[src/rtl/event_dispatcher.sv]
// event_dispatcher
//   Splits the ECD receive stream into two paths. Response messages (type 0)
//   are queued whole in a first-word-fall-through FIFO for the AXI4-Lite
//   response consumer. Event messages (type 1) are decoded into per-event
//   strobes, sticky flags and saturating counters. Input keeps flowing while
//   responses queue; it only stalls when the FIFO is full.
//
// Ports
//   clk, resetn        clock, synchronous active-low reset
//   ignore_rx          accepted beats are consumed and dropped
//   event_clear        per-bit clear of event_sticky (a same-cycle set wins)
//   count_clear        zeroes every event counter (beats a same-cycle increment)
//   event_strobe       one-cycle pulse per decoded event
//   event_sticky       latched event flags
//   event_count        packed saturating counters, event i at [i*CNT_WIDTH +: CNT_WIDTH]
//   bad_msg            one-cycle pulse on unknown type or out-of-range event id
//   AXIS_IN_*          message input stream
//   AXIS_OUT_*         response output stream
module event_dispatcher #(
  parameter int DATA_WIDTH = 256,
  parameter int NUM_EVENTS = 8,
  parameter int FIFO_DEPTH = 4,
  parameter int CNT_WIDTH  = 16
) (
  input  logic                             clk,
  input  logic                             resetn,
  input  logic                             ignore_rx,
  input  logic [NUM_EVENTS-1:0]            event_clear,
  input  logic                             count_clear,
  output logic [NUM_EVENTS-1:0]            event_strobe,
  output logic [NUM_EVENTS-1:0]            event_sticky,
  output logic [NUM_EVENTS*CNT_WIDTH-1:0]  event_count,
  output logic                             bad_msg,
  input  logic [DATA_WIDTH-1:0]            AXIS_IN_TDATA,
  input  logic                             AXIS_IN_TVALID,
  output logic                             AXIS_IN_TREADY,
  output logic [DATA_WIDTH-1:0]            AXIS_OUT_TDATA,
  output logic                             AXIS_OUT_TVALID,
  input  logic                             AXIS_OUT_TREADY
);

  localparam int PW = $clog2(FIFO_DEPTH);
  localparam logic [PW:0]          FIFO_FULL = (PW+1)'(FIFO_DEPTH);
  localparam logic [PW:0]          COUNT_ONE = (PW+1)'(1);
  localparam logic [PW-1:0]        PTR_ONE   = PW'(1);
  localparam logic [CNT_WIDTH-1:0] CNT_ONE   = CNT_WIDTH'(1);
  // Nine bits so NUM_EVENTS up to 255 compares cleanly against an 8-bit id.
  localparam logic [8:0]           NUM_EV    = 9'(NUM_EVENTS);

  logic                  run;
  logic [PW-1:0]         wr_ptr;
  logic [PW-1:0]         rd_ptr;
  logic [PW:0]           fifo_count;
  logic [DATA_WIDTH-1:0] mem [FIFO_DEPTH];

  logic [7:0]            msg_type;
  logic [7:0]            event_id;
  logic                  in_accept;
  logic                  live;
  logic                  id_in_range;
  logic                  push;
  logic                  pop;
  logic                  evt_ok;
  logic                  bad_in;
  logic [NUM_EVENTS-1:0] set_vec;
  logic [CNT_WIDTH-1:0]  cnt_q [NUM_EVENTS];

  assign msg_type    = AXIS_IN_TDATA[DATA_WIDTH-1 -: 8];
  assign event_id    = AXIS_IN_TDATA[7:0];

  // Ready depends on registers only, never on TVALID.
  assign AXIS_IN_TREADY = run & (fifo_count != FIFO_FULL);
  assign in_accept      = AXIS_IN_TVALID & AXIS_IN_TREADY;
  assign live           = in_accept & ~ignore_rx;
  assign id_in_range    = ({1'b0, event_id} < NUM_EV);

  assign push   = live & (msg_type == 8'd0);
  assign evt_ok = live & (msg_type == 8'd1) & id_in_range;
  assign bad_in = live & (msg_type != 8'd0) & ~((msg_type == 8'd1) & id_in_range);

  assign AXIS_OUT_TVALID = (fifo_count != '0);
  assign AXIS_OUT_TDATA  = mem[rd_ptr];
  assign pop             = AXIS_OUT_TVALID & AXIS_OUT_TREADY;

  always_comb begin
    set_vec = '0;
    for (int i = 0; i < NUM_EVENTS; i++) begin
      set_vec[i] = evt_ok & (event_id == 8'(i));
    end
  end

  // Run flag holds ready low for the first cycle out of reset.
  always_ff @(posedge clk) begin
    if (!resetn) begin
      run        <= 1'b0;
      wr_ptr     <= '0;
      rd_ptr     <= '0;
      fifo_count <= '0;
    end else begin
      run <= 1'b1;
      if (push) wr_ptr <= wr_ptr + PTR_ONE;
      if (pop)  rd_ptr <= rd_ptr + PTR_ONE;
      case ({push, pop})
        2'b10:   fifo_count <= fifo_count + COUNT_ONE;
        2'b01:   fifo_count <= fifo_count - COUNT_ONE;
        default: fifo_count <= fifo_count;
      endcase
    end
  end

  // Storage needs no reset; validity is tracked by fifo_count.
  always_ff @(posedge clk) begin
    if (push) mem[wr_ptr] <= AXIS_IN_TDATA;
  end

  always_ff @(posedge clk) begin
    if (!resetn) begin
      event_strobe <= '0;
      event_sticky <= '0;
      bad_msg      <= 1'b0;
    end else begin
      event_strobe <= set_vec;
      event_sticky <= (event_sticky & ~event_clear) | set_vec;
      bad_msg      <= bad_in;
    end
  end

  always_ff @(posedge clk) begin
    for (int i = 0; i < NUM_EVENTS; i++) begin
      if (!resetn || count_clear) begin
        cnt_q[i] <= '0;
      end else if (set_vec[i] && !(&cnt_q[i])) begin
        cnt_q[i] <= cnt_q[i] + CNT_ONE;
      end
    end
  end

  for (genvar g = 0; g < NUM_EVENTS; g++) begin : g_count
    assign event_count[g*CNT_WIDTH +: CNT_WIDTH] = cnt_q[g];
  end

endmodule

[config.mk]
export PLATFORM = sky130hd
export DESIGN_NAME = event_dispatcher
export DESIGN_NICKNAME = d
export VERILOG_FILES = /design/src/rtl/event_dispatcher.sv
export SDC_FILE = /design/constraint.sdc
export NUM_CORES = 1
export LEC_CHECK = 0
export CORE_MARGIN = 3
export CORE_UTILIZATION = 45
export DETAILED_ROUTE_END_ITERATION = 7
export PLACE_DENSITY = 0.68
export SYNTH_ARGS = -nofsm -noshare
export SYNTH_HDL_FRONTEND = slang
export SYNTH_SLANG_ARGS = --single-unit
[constraint.sdc]
create_clock -name clk -period 12.7 [get_ports clk]
set_input_delay 2.54 -clock clk [delete_from_list [all_inputs] [get_ports clk]]
set_output_delay 2.54 -clock clk [all_outputs]
set_load 0.05 [all_outputs]
# [Word level (Yosys, flattened, before mapping)]
# Memories as Yosys holds them, arrays and structs flattened. A register that Yosys moved wholly into a read port is not among the register bits.
# Index checks and enable logic that the tools add are counted.
[totals] in_bits=270 mem_bits_rw=1152 wordCells=135 register_bits=25 memories=2
[mem_list] name="mem" words=4 width=256 rd=1 rd_clocked_by_memory_dff=1 write_ports=1 line="54" source="logic [DATA_WIDTH-1:0] mem [FIFO_DEPTH];"
[mem_list] name="cnt_q" words=8 width=16 rd=8 rd_clocked_by_memory_dff=0 write_ports=8 line="66" source="logic [CNT_WIDTH-1:0] cnt_q [NUM_EVENTS];"
[op_classes] n_lt_le_gt_ge=1 n_addsub=12 eq_ne=11 muxes=40 bitwise=31 reduce_logical=31
[ops] op="$add 16x1->16 const B" count=8
[ops] op="$mux 16" count=8
[ops] op="$reduce_and 16->1" count=8
[ops] op="$eq 8x3->1 const B" count=4
[ops] op="$mux 1" count=29
[ops] op="$and 1x1->1" count=18
[ops] op="$eq 8x1->1 const B" count=2
[ops] op="$eq 8x2->1 const B" count=2
[ops] op="$logic_not 8->1" count=2
[ops] op="$logic_not 1->1" count=9
[ops] op="$and 8x8->8" count=1
[ops] op="$logic_and 1x1->1" count=8
[ops] op="$lt 8x4->1 const B" count=1
[ops] op="$not 8->8" count=1
[ops] op="$or 1x1->1" count=8
[ops] op="$or 8x8->8" count=1
[ops] op="$reduce_bool 8->1" count=1
[ops] op="$pmux 3 s2" count=1
[ops] op="$add 2x1->2 const B" count=2
[ops] op="$mux 2" count=2
[ops] op="$add 3x1->3 const B" count=1
[ops] op="$ne 3x3->1 const B" count=1
[ops] op="$reduce_bool 3->1" count=1
[ops] op="$sub 3x1->3 const B" count=1
[ops] op="other kinds (5)" count=6

# [Logic depth before layout (Yosys ltp)]
[depth] ltp_word=12 mapped_depth=10 depth_no_buf=10

# [Worst setup path before layout]
# Ideal clock, no wire load.
[synth_path] path_kind="input to register" start="input port AXIS_IN_TDATA[253]" end="memory mem[0][0] (enable)" t_required_ns=12.050 stages=4 setup_slack_ns=2.616 t_arrival_ns=9.434 cell_sequence="or4_4 -> nor2_2 -> and3_1 -> and2_1"
[synth_between] elab_chain_len=4
[synth_rtl] element="start: declaration" line="34" source="input logic [DATA_WIDTH-1:0] AXIS_IN_TDATA,"
[synth_rtl] element="$logic_not 8->1" line="77" source="assign push = live & (msg_type == 8'd0);"
[synth_rtl] element="$and 1x1->1" line="77"
[synth_rtl] element="$mux 1" line="113" source="if (push) mem[wr_ptr] <= AXIS_IN_TDATA;"
[synth_rtl] element="$mux 1 (not written as such)" line="113"
[synth_rtl] element="end: declaration" line="54"
# No other way between the ends.

==> metrics.md <==
| Metric | Value |
|---|---|
| Status | `complete, no violations` |
| Post-DR wirelength/cell | `25.10 µm` |
| Compound-gate portion of the synthesized area | `0.6627%` |
| Dpl cell area | `53220 µm²` |
| CTS sink cnt | `1179` |
| Die Wd | `roughly 320 µm` |
| Vias per cell | `5.516` |
| Ratio of cells with drive above 1 in the final layout | `16.52%` |
| Final Total Pwr | `between 8 and 9 mW` |
| Clock group share of total power | `43.6%` |
| Pwr dens | `141.6 nW/µm²` |
| Main flop type after synthesis | `edfxtp_1` |
| Reg clk slew, reported paths | `0.06 ns` |
| 1st-pass router iterations | `5` |
| Final WL | `~110 mm` |
| Largest cells by area after synthesis | `edfxtp_1 77%, mux4_2 13%, xnor2_1 1.7%, nor3_1 1.4%, dfxtp_1 1.2%` |
| Data arrival time of the worst path | `between 3 and 4 ns` |
| H-tree depth | `3` |
| Total number of vias | `23.47k` |
| Gr usage total | `20.44%` |
| Cts hold-fix bufs | `0` |
| Nets | `3131` |
| Fin crit share | `50.40%` |
| CP startpoint kind | `flop` |
| Setup crit end kind | `primary output` |
| Maximum vdd drop | `0.0001204 V` |
| Synth Area in XOR/XNOR | `2.163%` |
| Psw | `1.632 mW` |
| Sequential fraction of the synthesis area | `between 70% and 80%` |
| Fin cells | `4254` |
| Syn-to-layout area delta | `27.51%` |
| Fraction of registers with async set/reset | `0%` |
| Worst-Margin Slew | `1.172 ns` |
| Skew final | `0.06051 ns` |
| Core Region | `slightly below 100000 µm²` |
| Die boundary height | `322.0 µm` |
| CP max-delay cell | `buf_4` |
| Setup CP Type | `reg -> out` |
| Seq cells post-synth | `between 1k and 1.5k` |
| Most frequent cells in the layout | `1152 x edfxtp_1, 672 x clkdlybuf4s50_1, 256 x mux4_2, 129 x nor3_1, 119 x clkbuf_16` |
| Sequential Power Share | `a little over half` |
| Post-DP HPWL | `slightly below 70 mm` |
| Mapped Area | `44940 µm²` |
| Reg2reg setup slack | `8.42 ns` |
| Final instance area | `approximately 57000 µm²` |
| Critical path required time | `10.16 ns` |
| Final GP Congestion | `0.8680` |
| Syn nets | `~2.4k` |
| Post-synth cell types | `48` |
| Yosys top cell area share | `76.98%` |
| Pint | `6.479 mW` |
| Max_slew headroom | `21.84%` |
| Grt ovf | `0` |
| Final hold vios | `0` |
| Hold Path Class | `reg -> reg` |
| DR DRC count | `0` |
| Setup TNS | `0 ns` |
| Post-Syn Instances | `2114` |
| Post-synth EDFFs | `1152` |
| Antenna-violating nets left | `0` |
| Clk buf depth | `3` |
| Sw frac | `roughly a fifth` |
| Row count | `about 120` |
| Vias in the first global route | `24.64k` |
| Post-CTS Setup Bufs | `0` |
| Pins Over Slew Limit | `0` |
| CP Cell Sequence | `buf_4 -> mux4_2 -> clkdlybuf4s50_1` |
| Adder-cell share of the synthesized area | `0.4065%` |
| Largest net degree at the start of global routing | `139` |
| Port-buffer cells | `672` |
| Post-Synth Simple-Gate Area | `4.664%` |
| Crit Path Max Fanout | `72` |
| IO Pins | `673` |
| Post-route minimum period | `roughly 6.4 ns` |
| Cts bufs inserted | `119` |
| Mux contribution to synthesized area | `12.83%` |
| Root Buffer Master | `clkbuf_16` |
| Leading cell type in the layout, fill and taps excluded | `edfxtp_1` |
| Placed Cells incl. Taps | `4013` |
| Max stage delay on crit path | `0.94 ns` |
| Dominant cell type by area after synthesis | `edfxtp_1` |
| RSZ-0062 raised after global routing | `no` |
| CTS tree | `built` |
| Initial core utilization | `45.53%` |
| Largest family of logic cells by synthesized area | `multiplexers` |
| Post-place setup slack | `about 5.6 ns` |
| Die area | `about 100000 µm²` |
| Gate power share | `3.3%` |
| Post-CTS sizing | `0` |
| Final WS setup | `around 6.3 ns` |
| First-pass GRT wire length | `159.5 mm` |
| Max-Cap Viols | `0` |
| Post-synthesis average cell area | `21.26 µm²` |
| DR iter-0 viols | `2008` |
| Synth warnings | `0` |
| LEAKAGE | `17.44 nW` |
| FMAX | `0.1562 GHz` |
| Clk_lat worst skew | `between 0.7 and 0.8 ns` |
| Final setup viols | `0` |
| Antenna violations before repair | `24` |
registers in the layout, indices dropped and copies added, names as in the netlist, named ones only:
signal and flops:
bad_msg 1, rd_ptr 2, mem 1024, fifo_count 3, run 1, event_strobe 8, wr_ptr 2, cnt_q 128
event_sticky 8
final cells by class:
| cell class | count | area [µm²] |
|---|---|---|
| fillers | 7227 | 41410 |
| flip-flops and latches | 1179 | 35140 |
| multi-input cells | 814 | 9366 |
| repair buffers | 699 | 6992 |
| clock buffers | 144 | 3072 |
| well taps | 1287 | 1610 |
| clock inverters | 78 | 944.7 |
| inverters | 34 | 127.6 |
| diodes | 19 | 47.55 |
cell usage after synthesis (all sizes together) (2+ instances only):
cell type / instances
nand3b: 8
a31o: 4
o31ai: 4
nor4: 47
or4: 6
and4: 3
or3: 7
nand2: 28
xnor2: 86
nor3b: 2
ha: 13
xor2: 25
a21oi: 5
and2: 5
o21ai: 22
nor2b: 2
nand4b: 3
buf: 40
inv: 34
or2: 4
nand2b: 3
edfxtp: 1152
nand3: 54
dfxtp: 27
and3: 7
mux4: 256
nand4: 37
nor2: 40
a211oi: 6
clkbuf: 47
nor3: 131
worst paths after layout:
| kind | startpoint | end | cells after the start |
|---|---|---|---|
| hold / removal | event_sticky[0] | event_sticky[0] | 2 |
| setup / recovery | flop | AXIS_OUT_TDATA[64] | 3 |
| setup reg to reg | fifo_count[0] | mem[0][93] | 6 |
| hold reg to reg | event_sticky[0] | event_sticky[0] | 2 |
routing by layer:
metal  global-route usage [%]  part of all wire [%]  vias to the layer above
met1                    25.68                    38                    12120
met3                    6.396                   8.8                      156
met2                    34.08                    51                      872
li1                         -                     -                    10300
met4                    6.492                   2.2                       14
met5                        0                 0.080                        -
power by group through the flow:
stage	clock network [mW]	registers, mW	logic [mW]
floorplan	0	4.45	0.0368
global placement	0	4.39	0.257
detailed placement	0	4.39	0.266
CTS	3.63	4.31	0.268
global route	3.78	4.31	0.283
finish	3.53	4.31	0.267
cell families after synthesis:
group	count (synthesis)
flip-flops	1179
AND/OR/NAND/NOR	387
multiplexers	256
buffers and inverters	121
XOR/XNOR	111
AO/OA/AOI/OAI	46
adder cells (fa/ha/maj)	14
worst max-delay path, delay by kind of cell, from the launching register on:
family / cells / cell delay (ns)
muxes: 1 / 0.38
buffers and inverters: 2 / 1.83
DFF: 1 / 0.83
through the flow:
step,util [%],hold slack (ns)
floorplan,-,0.4826
global placement,53.91,0.4770
detailed placement,53.91,0.4791
CTS,57.98,0.4959
global route,58.03,0.5264
finish,58.05,0.4965
Power figures use the tool's default switching activity.
